===== config.mk =====
export PLATFORM = sky130hd
export DESIGN_NAME = lut7_reconfig_ctrl_flat
export DESIGN_NICKNAME = d
export VERILOG_FILES = /design/src/rtl/lut7_reconfig_ctrl_if.sv /design/src/rtl/lut7_reconfig_ctrl.sv /design/src/flat_wrapper.sv
export SDC_FILE = /design/constraint.sdc
export NUM_CORES = 1
export LEC_CHECK = 0
export BUFFER_PORTS_ARGS = -buffer_cell sky130_fd_sc_hd__buf_2
export CORE_ASPECT_RATIO = 1.25
export CORE_MARGIN = 5
export CORE_UTILIZATION = 40
export DETAILED_ROUTE_END_ITERATION = 10
export PLACE_DENSITY = 0.68
export RECOVER_POWER = 100
export SKIP_LAST_GASP = 1
export SLEW_MARGIN = 20
export SYNTH_ARGS = -nofsm -noshare
export SYNTH_HDL_FRONTEND = slang
export SYNTH_SLANG_ARGS = --single-unit

===== constraint.sdc =====
create_clock -name CLK -period 3.9 [get_ports CLK]
set_clock_uncertainty 0.1 [all_clocks]
set_input_delay 1.17 -clock CLK [delete_from_list [all_inputs] [get_ports CLK]]
set_output_delay 1.17 -clock CLK [all_outputs]
set_load 0.02 [all_outputs]

===== src/rtl/lut7_reconfig_ctrl_if.sv =====
// rtl/lut7_reconfig_ctrl_if.sv - lookup and configuration-load signal bundle for lut7_reconfig_ctrl
// The master drives lookups and load commands; the slave is the controller.
interface lut7_reconfig_ctrl_if #(
   parameter int WORD_W = 32
);
   logic              CE;
   logic [6:0]        ADR;
   logic              O;
   logic              CFG_START;
   logic              CFG_COMMIT;
   logic              CFG_ABORT;
   logic [WORD_W-1:0] DIN;
   logic              DIN_VLD;
   logic              DIN_RDY;
   logic              BUSY;
   logic              DONE;
   logic              ERR;

   modport master (
      output CE, ADR, CFG_START, CFG_COMMIT, CFG_ABORT, DIN, DIN_VLD,
      input  O, DIN_RDY, BUSY, DONE, ERR
   );

   modport slave (
      input  CE, ADR, CFG_START, CFG_COMMIT, CFG_ABORT, DIN, DIN_VLD,
      output O, DIN_RDY, BUSY, DONE, ERR
   );
endinterface


===== src/rtl/lut7_reconfig_ctrl.sv =====
// rtl/lut7_reconfig_ctrl.sv - 7-input LUT with shadow-table load and atomic commit
// The lookup path reads only the active table, so a load never disturbs evaluation.
module lut7_reconfig_ctrl #(
   parameter logic [127:0] INIT   = 128'h0,
   parameter int           WORD_W = 32
) (
   input logic                 CLK,
   input logic                 RST,
   lut7_reconfig_ctrl_if.slave bus
);
   localparam int NWORDS = 128 / WORD_W;
   localparam int CNT_W  = (NWORDS > 1) ? $clog2(NWORDS) : 1;
   localparam logic [CNT_W-1:0] LAST_WORD = CNT_W'(NWORDS - 1);

   typedef enum logic [1:0] {
      ST_IDLE  = 2'd0,
      ST_LOAD  = 2'd1,
      ST_ARMED = 2'd2
   } state_e;

   state_e           state_q, state_d;
   logic [CNT_W-1:0] cnt_q, cnt_d;
   logic [127:0]     shadow_q, shadow_d;
   logic [127:0]     active_q, active_d;
   logic             done_q, done_d;
   logic             err_q, err_d;
   logic             o_q;
   logic             word_take;
   logic [6:0]       word_base;

   assign word_base = 7'(int'(cnt_q) * WORD_W);

   // Command priority: abort, then commit, then start, then the data word.
   always_comb begin
      state_d   = state_q;
      cnt_d     = cnt_q;
      shadow_d  = shadow_q;
      active_d  = active_q;
      done_d    = 1'b0;
      err_d     = 1'b0;
      word_take = 1'b0;

      case (state_q)
         ST_IDLE: begin
            if (bus.CFG_COMMIT) begin
               err_d = 1'b1;
            end else if (bus.CFG_START) begin
               state_d = ST_LOAD;
               cnt_d   = '0;
            end
         end

         ST_LOAD: begin
            if (bus.CFG_ABORT) begin
               state_d = ST_IDLE;
               cnt_d   = '0;
            end else begin
               if (bus.CFG_COMMIT) begin
                  err_d = 1'b1;
               end
               // A restart drops any word presented in the same cycle.
               if (!bus.CFG_COMMIT && bus.CFG_START) begin
                  cnt_d = '0;
               end else begin
                  word_take = bus.DIN_VLD;
               end
               if (word_take) begin
                  shadow_d[word_base +: WORD_W] = bus.DIN;
                  if (cnt_q == LAST_WORD) begin
                     cnt_d   = '0;
                     state_d = ST_ARMED;
                  end else begin
                     cnt_d = cnt_q + CNT_W'(1);
                  end
               end
            end
         end

         ST_ARMED: begin
            if (bus.CFG_ABORT) begin
               state_d = ST_IDLE;
               cnt_d   = '0;
            end else if (bus.CFG_COMMIT) begin
               active_d = shadow_q;
               done_d   = 1'b1;
               state_d  = ST_IDLE;
            end else if (bus.CFG_START) begin
               state_d = ST_LOAD;
               cnt_d   = '0;
            end
         end

         default: begin
            state_d = ST_IDLE;
            cnt_d   = '0;
         end
      endcase
   end

   always_ff @(posedge CLK) begin
      if (RST) begin
         state_q  <= ST_IDLE;
         cnt_q    <= '0;
         shadow_q <= '0;
         active_q <= INIT;
         done_q   <= 1'b0;
         err_q    <= 1'b0;
      end else begin
         state_q  <= state_d;
         cnt_q    <= cnt_d;
         shadow_q <= shadow_d;
         active_q <= active_d;
         done_q   <= done_d;
         err_q    <= err_d;
      end
   end

   // Reads active_q before the commit edge updates it, so O never mixes tables.
   always_ff @(posedge CLK) begin
      if (RST) begin
         o_q <= 1'b0;
      end else if (bus.CE) begin
         o_q <= active_q[bus.ADR];
      end
   end

   assign bus.O       = o_q;
   assign bus.DIN_RDY = (state_q == ST_LOAD);
   assign bus.BUSY    = (state_q != ST_IDLE);
   assign bus.DONE    = done_q;
   assign bus.ERR     = err_q;
endmodule


===== src/flat_wrapper.sv =====
// flat-port wrapper written by rule: the top's interface ports become plain ports
module lut7_reconfig_ctrl_flat 
#(
   parameter logic [127:0] INIT   = 128'h0,
   parameter int           WORD_W = 32
)
  (CLK, RST, bus_CE, bus_ADR, bus_CFG_START, bus_CFG_COMMIT, bus_CFG_ABORT, bus_DIN, bus_DIN_VLD, bus_O, bus_DIN_RDY, bus_BUSY, bus_DONE, bus_ERR);
  lut7_reconfig_ctrl_if #(.WORD_W(WORD_W)) bus_i ();
  input logic CLK;
  input logic RST;
  input wire logic [$bits(bus_i.CE)-1:0] bus_CE;
  input wire logic [$bits(bus_i.ADR)-1:0] bus_ADR;
  input wire logic [$bits(bus_i.CFG_START)-1:0] bus_CFG_START;
  input wire logic [$bits(bus_i.CFG_COMMIT)-1:0] bus_CFG_COMMIT;
  input wire logic [$bits(bus_i.CFG_ABORT)-1:0] bus_CFG_ABORT;
  input wire logic [$bits(bus_i.DIN)-1:0] bus_DIN;
  input wire logic [$bits(bus_i.DIN_VLD)-1:0] bus_DIN_VLD;
  output wire logic [$bits(bus_i.O)-1:0] bus_O;
  output wire logic [$bits(bus_i.DIN_RDY)-1:0] bus_DIN_RDY;
  output wire logic [$bits(bus_i.BUSY)-1:0] bus_BUSY;
  output wire logic [$bits(bus_i.DONE)-1:0] bus_DONE;
  output wire logic [$bits(bus_i.ERR)-1:0] bus_ERR;
  assign bus_i.CE = bus_CE;
  assign bus_i.ADR = bus_ADR;
  assign bus_i.CFG_START = bus_CFG_START;
  assign bus_i.CFG_COMMIT = bus_CFG_COMMIT;
  assign bus_i.CFG_ABORT = bus_CFG_ABORT;
  assign bus_i.DIN = bus_DIN;
  assign bus_i.DIN_VLD = bus_DIN_VLD;
  assign bus_O = bus_i.O;
  assign bus_DIN_RDY = bus_i.DIN_RDY;
  assign bus_BUSY = bus_i.BUSY;
  assign bus_DONE = bus_i.DONE;
  assign bus_ERR = bus_i.ERR;
  lut7_reconfig_ctrl #(.INIT(INIT), .WORD_W(WORD_W)) u_core (.CLK(CLK), .RST(RST), .bus(bus_i));
endmodule

# --- Word-level counts from Yosys, hierarchy flattened ---
# Cells that the tools add are included.
totals:
  ff_bits: 263
  latch_bits: 0
  mem_bits_rw: 0
  romBits: 0
  input_bits: 46
  out_inout_bits: 5
  word_cells: 54
  mem_count: 0
classes:
  addsub: 2
  n_mul: 0
  n_div: 0
  magnitude_cmp: 1
  n_eq_ne: 7
  shifts: 2
  mux: 25
  bitwise_logic: 2
  n_reduce_logical: 8
op_table:
  columns: ["op", "count"]
  rows:
  - ["$bwmux 128", 1]
  - ["$shift 32x9->128 const A", 1]
  - ["$shiftx 32x9->128", 1]
  - ["$mux 2", 14]
  - ["$pmux 2 s3", 2]
  - ["$neg 7->9", 1]
  - ["$reduce_and 3->1", 3]
  - ["$lt 7x8->1 const B", 1]
  - ["$bmux 1 s7", 1]
  - ["$mux 1", 6]
  - ["$ne 3x2->1 const B", 2]
  - ["$eq 2x2->1 const B", 2]
  - ["$ne 4x2->1 const B", 1]
  - ["$add 2x1->2 const B", 1]
  - ["$eq 2x1->1 const B", 1]
  - ["$logic_not 2->1", 1]
  - ["$ne 2x2->1 const B", 1]
  - ["$not 1->1", 2]
  - ["$pmux 1 s2", 1]
  - ["$reduce_bool 2->1", 1]
  - ["$reduce_or 2->1", 1]
  - ["$logic_and 1x1->1", 1]
  - ["$logic_not 1->1", 1]

# --- Depth between registers and ports, before layout ---
# Gate-level depths: netlist of run 1.
logic_depth:
  word_depth: 8
  ltp_mapped: 9
  depth_no_buf: 6

# --- Worst setup path before layout of run 1 ---
# No wires, ideal clock.
synth_timing:
  path_type: "in2reg"
  startpoint: "input port bus_ADR[1]"
  endpoint: "register u_core.o_q, in the netlist u_core.bus.O"
  setup_ns: 0.137
  arrival_ns: 2.670
  required_ns: 3.663
  setup_slack_ns: 0.993
  cell_stages: 7
  path_buffers: 2
  cell_sequence: "buf_6 -> buf_12 -> mux4_2 -> a2111oi_2 -> nor4_1 -> a211oi_1 -> a2111oi_2"
synth_via:
  elab_chain_len: 2
synth_rtl:
  columns: ["element", "line_no", "source"]
  rows:
  - ["start, declared", "flat_wrapper.sv:12", "input wire logic [$bits(bus_i.ADR)-1:0] bus_ADR;"]
  - ["$bmux 1 s7", "lut7_reconfig_ctrl.sv:123", "o_q <= active_q[bus.ADR];"]
  - ["$mux 1 (not written as such)", "lut7_reconfig_ctrl.sv:123", null]
  - ["end signal, assigned", "lut7_reconfig_ctrl.sv:123", null]
  - ["end, declared", "lut7_reconfig_ctrl.sv:27", "logic o_q;"]
# Every way passes these cells. The select of a mux whose other input is x is not followed.
# A chain may end at the register's enable or synchronous reset.

# --- Worst setup path after layout of run 1 ---
layout_timing:
  startpoint: "input port bus_CFG_ABORT"
  endpoint: "register u_core.active_q[47]"
layout_via:
  elab_chain_len: 2
layout_rtl:
  columns: ["element", "line_no", "source"]
  rows:
  - ["start, declared", "flat_wrapper.sv:15", "input wire logic [$bits(bus_i.CFG_ABORT)-1:0] bus_CFG_ABORT;"]
  - ["$not 1->1 (no line)", null, null]
  - ["$reduce_and 3->1 (no line)", null, null]
  - ["end signal, assigned", "lut7_reconfig_ctrl.sv:112", "active_q <= active_d;"]
  - ["end, declared", "lut7_reconfig_ctrl.sv:24", "logic [127:0] active_q, active_d;"]
# Every way passes these cells.

==> results of run 1 <==
-- flip-flops by register name (all words and copies together), names as in the netlist --
| signal | count |
|---|---|
| u_core.active_q | 128 |
| u_core.shadow_q | 128 |
| u_core.cnt_q | 2 |
| u_core.state_q | 2 |
| u_core.bus.DONE | 1 |
| u_core.bus.ERR | 1 |
| u_core.bus.O | 1 |
-- power by group through the flow --
stage	sequential (mW)	clock (mW)	combinational (mW)
after floorplan	2.76	0	0.123
after global placement	2.76	0	0.206
after detailed placement	2.76	0	0.207
after CTS	2.70	2.50	0.207
after global routing	2.70	2.60	0.221
final	2.70	2.46	0.206
-- critical path, stage by stage --
cell,delay (ps)
clkbuf_1,130
nor2_1,250
nand3_1,970
buf_12,600
nand2_1,150
a21oi_1,70
-- cell usage in the layout, fill, tap and decap left out, types with 5 or more instances in the layout --
cell type / instances
a21oi_1: 260
buf_12: 5
buf_2: 41
buf_4: 17
clkbuf_1: 12
clkbuf_16: 27
clkbuf_2: 5
clkinv_2: 6
dfxtp_1: 263
ha_1: 6
mux2_2: 5
mux2i_1: 16
mux4_1: 6
mux4_2: 21
nand2_1: 397
nand3_1: 136
nor2_1: 10
nor2b_1: 8
nor3_1: 5
-- cell type report --
type                    instances  area, sq um
inverters                       4         15.0
fillers                      2574        14200
clock inverters                 8         90.1
repair buffers                 76          498
multi-input cells             906         4800
flip-flops and latches        263         5270
well taps                     340          425
clock buffers                  35          736
-- per-stage QoR --
step	util	area, sq um	std cells
5_1_grt	0.455	11800	1632
3_5_place_dp	0.424	11000	1589
3_3_place_gp	0.424	11000	1589
2_1_floorplan	-	10600	1285
6_report	0.455	11800	1632
4_1_cts	0.456	11900	1632
-- path summary, 6_finish.rpt --
| path | end | slack (ps) | cells past startpoint |
|---|---|---|---|
| max | u_core.active_q[47] | 760 | 6 |
| min | u_core.active_q[25] | 350 | 2 |
| max reg2reg | u_core.active_q[47] | 1130 | 5 |
| min reg2reg | u_core.active_q[25] | 350 | 2 |
-- cells by family (layout without fill, tap and decap cells) --
| family | Yosys count | in the layout | synth area share |
|---|---|---|---|
| compound gates | 281 | 281 | 0.139 |
| buf+inv | 116 | 123 | 0.0479 |
| simple gates | 570 | 570 | 0.225 |
| mux | 49 | 49 | 0.0814 |
| flops | 263 | 263 | 0.499 |
| fa+ha+maj | 6 | 6 | 0.00712 |
-- routing by layer --
layer	routed length [microns]	GRT usage	vias up	part of all wire
met5	0	0	-	0
li1	-	-	4327	-
met4	1060	0.0758	0	0.036
met2	14400	0.336	313	0.49
met3	1760	0.0230	71	0.060
met1	12000	0.246	4322	0.41
==> impl_metrics.py, run 1 <==
metrics = {
    "setup_path": {
        "cp_max_fo": 99,
        "critPathLaunchType": "input port",
        "r2r_start": "u_core.state_q[0]",
        "critical_path_required_ps": 4180,
        "arrival_ps": 3420,
        "crit_type": "input port to register",
        "crit_start": "bus_CFG_ABORT",
        "crit_path_end_kind": "register",
    },
    "floorplan": {
        "fp-row-count": 66,
        "fp.dieH_microns": 192,
        "start_util": 0.406,
        "core_area_sq_mm": 0.0260,
        "die_w_microns": 155,
        "dieArea_sq_mm": 0.0297,
        "ios": 51,
    },
    "cts": {
        "htreeDepth": 1,
        "cts_tree": "done",
        "cts_setup_buffers": 0,
        "clock_latency_ps": 530,
        "cts_buffer_depth": 3,
        "cts.sinks": 263,
        "root_buffer": "clkbuf_16",
        "numCtsBuffers": 26,
        "ctsHoldBuffers": 0,
        "postCtsResizedCells": 0,
        "clkTransAtPathRegs_ps": 70,
    },
    "power_and_ir_drop": {
        "p_per_area_mw_per_mm2": 453,
        "p_seq_frac": 0.503,
        "leakage_nw": 3.86,
        "switching_power_mw": 1.17,
        "report.power.total_mw": 5.36,
        "clkPwrFrac": 0.459,
        "intPower_mw": 4.19,
        "switching_share": 0.218,
        "vdd.ir_drop.worst_uv": 211,
        "pwr-share-comb": 0.038,
    },
    "placed_design": {
        "gp_congestion": 0.833,
        "place_ws_ps": 443,
        "dp_hpwl_mm": 17.9,
        "port_buffers": 50,
    },
    "timing": {
        "rsz0062_at_grt": "no",
        "post-route-period-util": 0.806,
        "fmax_mhz": 318,
        "finalCriticalPeriod_ps": 3140,
        "hold_slack_ps": 346,
        "slew_viol_final": 0,
        "setup_viol": 0,
        "fin_ws_ps": 756,
        "worst_pin_slew_ps": 1340,
        "slew_headroom": 0.103,
        "hold_viol": 0,
        "tns_ps": 0,
    },
    "synth": {
        "synth.area.top_cells": "dfxtp_1 50%, nand2_1 14%, a21oi_1 12%",
        "avgSynthCellArea_sq_um": 8.21,
        "ys_seq_elements": 263,
        "ys_top_cells_by_count": "397 x nand2_1, 263 x dfxtp_1, 260 x a21oi_1, 136 x nand3_1, 87 x clkbuf_1",
        "yosysMostFrequentCell": "nand2_1",
        "syn_nets": 1337,
        "synthCells": 1285,
        "yosysWarnings": 0,
        "synth_flop_cell": "dfxtp_1",
        "ys_types": 38,
        "synth_top_cell_area_share": 0.499,
        "synth_edf_count": 0,
        "synthArstFlopShare": 0,
        "ys_seq_area_frac": 0.499,
        "syn_area_sq_mm": 0.0106,
        "synth_largest_area_cell": "dfxtp_1",
    },
    "hold_path": {
        "hold_start": "u_core.shadow_q[25]",
        "hold_path.class": "register to register",
    },
    "grt": {
        "overflow": 0,
        "grt_max_degree": 130,
        "grt_antenna_before_repair": 0,
        "grt_pass1_wl_mm": 46.4,
        "grt_use_total": 0.194,
        "grt_pass1_vias": 8539,
    },
    "drt": {
        "viasPerCell": 5.53,
        "drt-total-wl_mm": 29.1,
        "drcViolationCount": 0,
        "wl_per_cell_microns": 17.8,
        "num_vias": 9033,
        "drtIter0Drc": 777,
        "firstDrtPassIters": 7,
        "final_antenna_net_count": 0,
    },
    "final_layout": {
        "diodes": 0,
        "nets": 1329,
        "syn_to_final_growth_pct": 12.2,
        "drive_above_1_share": 0.110,
    },
    "outcome": {
        "status": "completed",
    },
    "run": {
        "cap_violations": 0,
    },
}
Power figures use the tool's default switching activity.
==> run 2, diff against run 1 <==
- clock period: 3.9 -> 3.1 ns (I/O delays scaled with it)
==> run 2 against run 1 <==
The run now ends with capacitance limit, slew limit left. Routed wire length increased by 4.8%. First-iteration DRC count fell by 1.3%. Utilization up 0.78 points. Critical path depth decreased by 3. Critical path type unchanged. Final cell count rose by 0.80%. Die area did not move.
==> impl_metrics.py, run 2 (synthesis results as in run 1) <==
metrics = {
    "cts": {
        "cts.sinks": 263,
        "clkTransAtPathRegs_ps": 60,
        "ctsHoldBuffers": 0,
        "cts_buffer_depth": 3,
        "cts_setup_buffers": 0,
        "clock_latency_ps": 530,
        "htreeDepth": 1,
        "root_buffer": "clkbuf_16",
        "numCtsBuffers": 26,
        "cts_tree": "done",
        "postCtsResizedCells": 0,
    },
    "power_and_ir_drop": {
        "switching_power_mw": 1.55,
        "clkPwrFrac": 0.466,
        "intPower_mw": 5.32,
        "report.power.total_mw": 6.87,
        "switching_share": 0.225,
        "p_seq_frac": 0.494,
        "vdd.ir_drop.worst_uv": 288,
        "p_per_area_mw_per_mm2": 570,
        "pwr-share-comb": 0.040,
        "leakage_nw": 3.94,
    },
    "hold_path": {
        "whs_path_depth": 2,
        "hold_start": "u_core.shadow_q[13]",
        "hold_end": "u_core.active_q[13]",
        "hold_path.class": "register to register",
    },
    "timing": {
        "tns_ps": 0,
        "setup_viol": 0,
        "hold_viol": 0,
        "fmax_mhz": 365,
        "worst_pin_slew_ps": 2170,
        "fin_ws_ps": 360,
        "slew_viol_final": 108,
        "slew_headroom": -0.450,
        "hold_slack_ps": 348,
        "rsz0062_at_grt": "no",
        "finalCriticalPeriod_ps": 2740,
        "post-route-period-util": 0.884,
    },
    "floorplan": {
        "core_area_sq_mm": 0.0260,
        "fp.dieH_microns": 192,
        "start_util": 0.406,
        "die_w_microns": 155,
        "ios": 51,
        "fp-row-count": 66,
        "dieArea_sq_mm": 0.0297,
    },
    "drt": {
        "wl_met2_mm": 15.5,
        "wl_per_cell_microns": 18.6,
        "final_antenna_net_count": 0,
        "wl_met3_mm": 1.73,
        "highest_layer": "met4",
        "drcViolationCount": 0,
        "drt-total-wl_mm": 30.5,
        "num_vias": 9189,
        "viasPerCell": 5.59,
        "drtIter0Drc": 767,
        "wl_met1_mm": 12.4,
        "firstDrtPassIters": 6,
    },
    "final_layout": {
        "drive_above_1_share": 0.122,
        "syn_to_final_growth_pct": 14.1,
        "fin_area_sq_mm": 0.0120,
        "nets": 1338,
        "diodes": 0,
        "layout_commonest_cell": "nand2_1",
        "nFillCells": 2546,
        "layout_common_cells": "397 x nand2_1, 263 x dfxtp_1, 260 x a21oi_1",
        "top_regs": "u_core.active_q x128, u_core.shadow_q x128",
    },
    "placed_design": {
        "place_ws_ps": 37.0,
        "dp_hpwl_mm": 19.0,
        "gp_congestion": 0.860,
        "port_buffers": 50,
        "place_area_sq_mm": 0.0112,
    },
    "setup_path": {
        "cp_max_fo": 109,
        "max_stage_delay_ps": 1480,
        "arrival_ps": 3070,
        "crit_type": "input port to register",
        "critPathLaunchType": "input port",
        "r2r_slack_ps": 790,
        "rr_endpoint": "u_core.shadow_q[42]",
        "crit_family": "buffers and inverters",
        "critical_path_required_ps": 3430,
        "path_buf_inv": 2,
        "reg2regPathDepth": 6,
        "crit_path_end_kind": "register",
        "r2r_start": "u_core.cnt_q[0]",
        "cp_cell_sequence": "buf_2, buf_4, a21oi_1",
        "cpMaxStageDelayCell": "buf_2",
    },
    "outcome": {
        "status": "finished, violations left",
        "violations": "capacitance limit, slew limit",
    },
    "run": {
        "cap_violations": 1,
    },
    "grt": {
        "grt_antenna_before_repair": 0,
        "grt_pass1_vias": 8771,
        "overflow": 0,
        "grt_max_degree": 110,
        "grt_pass1_wl_mm": 48.2,
        "grt_use_total": 0.202,
    },
}
## run 2: changes by cell type in the layout (fill, tap and decap cells not counted), sizes merged
cell	change
inv	+1
buf	+15
clkbuf	-3
bufinv	-1
clkinv	-2
clkinvlp	+3
## run 2: metal layers
metal	vias up	track usage
met2	299	0.358
met3	68	0.0273
li1	4352	-
met5	-	0
met4	0	0.0754
met1	4470	0.249
## run 2: cell type report
class	instances	area [sq um]	share of cell area
tap	340	425	0.0353
clock inverter	9	85.1	0.00707
clock buffer	38	787	0.0654
multi-input combinational	906	4820	0.400
timing repair buffer	85	642	0.0533
sequential	263	5270	0.437
inverter	4	15.0	0.00125
## run 2: worst max path at each step
| stage | start | to | depth (start not counted) |
|---|---|---|---|
| after global routing | RST | u_core.active_q[3] | 3 |
| after detailed placement | bus_ADR[0] | u_core.bus.O | 8 |
| after floorplan | bus_ADR[1] | u_core.bus.O | 7 |
| after CTS | bus_ADR[1] | u_core.bus.O | 7 |
| after global placement | bus_ADR[0] | u_core.bus.O | 8 |
| final | RST | u_core.active_q[115] | 3 |
## run 2: through the flow
| step | util | instances |
|---|---|---|
| 3_5_place_dp | 0.430 | 1598 |
| 4_1_cts | 0.463 | 1645 |
| 2_1_floorplan | - | 1285 |
| 5_1_grt | 0.463 | 1645 |
| 3_3_place_gp | 0.430 | 1598 |
| 6_report | 0.463 | 1645 |
## run 2: worst register-to-register path: stages (launching register included)
cell and delay (ps):
dfxtp_1 510, inv_1 190, ha_1 420, nor3b_2 190, buf_4 440, nand3_1 140
a21oi_1 210
## run 2: power by group through the flow
stage	clock [mW]	sequential (mW)	combinational, mW
5_1_grt	3.36	3.39	0.290
3_3_place_gp	0	3.47	0.268
4_1_cts	3.23	3.39	0.271
6_report	3.20	3.39	0.272
2_1_floorplan	0	3.47	0.155
3_5_place_dp	0	3.47	0.270
==> run 3, diff against run 2 <==
- PLACE_DENSITY: 0.68 -> 0.7
- clock period: 3.1 -> 2.4 ns (I/O delays scaled with it)
==> run 3 against run 2 <==
The run now ends clean. Clock-buffer cell count down 1. Critical path depth unchanged. Register-to-register slack got worse by 590 ps. Highest routed layer unchanged.
==> impl_metrics.py, run 3 (synthesis results as in run 1) <==
metrics = {
    "setup_path": {
        "max_stage_delay_ps": 310,
        "critical_path_required_ps": 1580,
        "cp_cell_sequence": "buf_4, or2_2, clkbuf_2",
        "crit_type": "register to output pin",
        "cp_max_fo": 9,
        "cpMaxStageDelayCell": "dfxtp_1",
        "crit_path_end_kind": "output pin",
        "critPathLaunchType": "register",
        "arrival_ps": 1450,
    },
    "grt": {
        "grt_max_degree": 117,
        "grt_pass1_wl_mm": 48.3,
        "grt_pass1_vias": 8964,
        "grt_antenna_before_repair": 0,
        "overflow": 0,
        "grt_use_total": 0.202,
    },
    "cts": {
        "ctsHoldBuffers": 0,
        "cts.sinks": 263,
        "clock_latency_ps": 550,
        "root_buffer": "clkbuf_16",
        "cts_buffer_depth": 3,
        "clkTransAtPathRegs_ps": 60,
        "postCtsResizedCells": 0,
        "numCtsBuffers": 28,
        "cts_tree": "done",
        "cts_setup_buffers": 0,
        "htreeDepth": 1,
    },
    "timing": {
        "hold_slack_ps": 333,
        "slew_viol_final": 0,
        "finalCriticalPeriod_ps": 2270,
        "post-route-period-util": 0.945,
        "worst_pin_slew_ps": 1070,
        "tns_ps": 0,
        "setup_viol": 0,
        "fmax_mhz": 441,
        "slew_headroom": 0.286,
        "rsz0062_at_grt": "no",
        "hold_viol": 0,
    },
    "placed_design": {
        "dp.cells": 1626,
        "dp_hpwl_mm": 19.9,
        "port_buffers": 50,
        "gp_congestion": 0.917,
    },
    "floorplan": {
        "fp-row-count": 66,
        "dieArea_sq_mm": 0.0297,
        "ios": 51,
        "core_area_sq_mm": 0.0260,
        "fp.dieH_microns": 192,
        "start_util": 0.406,
        "die_w_microns": 155,
    },
    "power_and_ir_drop": {
        "p_per_area_mw_per_mm2": 735,
        "vdd.ir_drop.worst_uv": 509,
        "leakage_nw": 4.10,
        "report.power.total_mw": 9.06,
    },
    "outcome": {
        "status": "completed",
    },
    "drt": {
        "drcViolationCount": 0,
        "firstDrtPassIters": 5,
        "drtIter0Drc": 855,
        "drt-total-wl_mm": 31.0,
        "viasPerCell": 5.60,
        "wl_per_cell_microns": 18.5,
        "num_vias": 9382,
        "final_antenna_net_count": 0,
    },
    "final_layout": {
        "nFillCells": 2497,
        "top_regs": "u_core.active_q x128, u_core.shadow_q x128",
        "layout_commonest_cell": "nand2_1",
        "layout_common_cells": "397 x nand2_1, 263 x dfxtp_1, 260 x a21oi_1",
        "drive_above_1_share": 0.141,
        "nets": 1368,
        "fin_util": 0.474,
        "syn_to_final_growth_pct": 16.8,
        "final_cells": 1675,
        "diodes": 0,
    },
    "hold_path": {
        "hold_path.class": "register to register",
    },
    "run": {
        "cap_violations": 0,
    },
}
## run 3: cell count changes in the layout (fill, tap and decap cells not counted), sizes merged
cell	delta
clkinv	+2
buf	+23
clkbuf	+4
inv	+1
bufinv	+1
clkinvlp	-1
## run 3: area by class of cell
type | count | area, sq um | area share
inverters | 4 | 15.0 | 0.00122
clock inverters | 12 | 134 | 0.0109
multi-input cells | 906 | 4820 | 0.391
repair buffers | 113 | 882 | 0.0716
well taps | 340 | 425 | 0.0345
clock buffers | 37 | 785 | 0.0637
flip-flops and latches | 263 | 5270 | 0.427
## run 3: power by group
part,internal (mW),switching (mW)
clock,2.51,1.78
combinational,0.134,0.250
sequential,4.38,0.00785
## run 3: routing by layer
layer / vias to the layer above / GRT usage / routed length, microns
met3: 90 / 0.0275 / 1740
met1: 4557 / 0.243 / 12300
met5: - / 0 / 0
met2: 326 / 0.355 / 15500
met4: 0 / 0.0953 / 1510
li1: 4409 / - / -
## run 3: worst max-delay path, delay by kind of cell (launching register included)
family	cells	cell delay (ps)
flops	1	310
buf+inv	2	330
simple gates	1	290
## run 3: through the flow
stage / setup slack, ps / cell area [sq um]
floorplan: 2.85 / 10600
detailed placement: -359 / 11500
finish: 132 / 12300
CTS: 114 / 12400
global route: 39.2 / 12300
global placement: -332 / 11500
## run 3: final timing paths
check / slack [ps] / cells past startpoint / end / from
worst min-delay path: 330 / 2 / u_core.active_q[92] / u_core.shadow_q[92]
worst min register to register: 330 / 2 / u_core.active_q[92] / u_core.shadow_q[92]
worst max register to register: 200 / 6 / u_core.shadow_q[76] / u_core.state_q[0]
worst max-delay path: 130 / 3 / bus_BUSY / u_core.state_q[1]
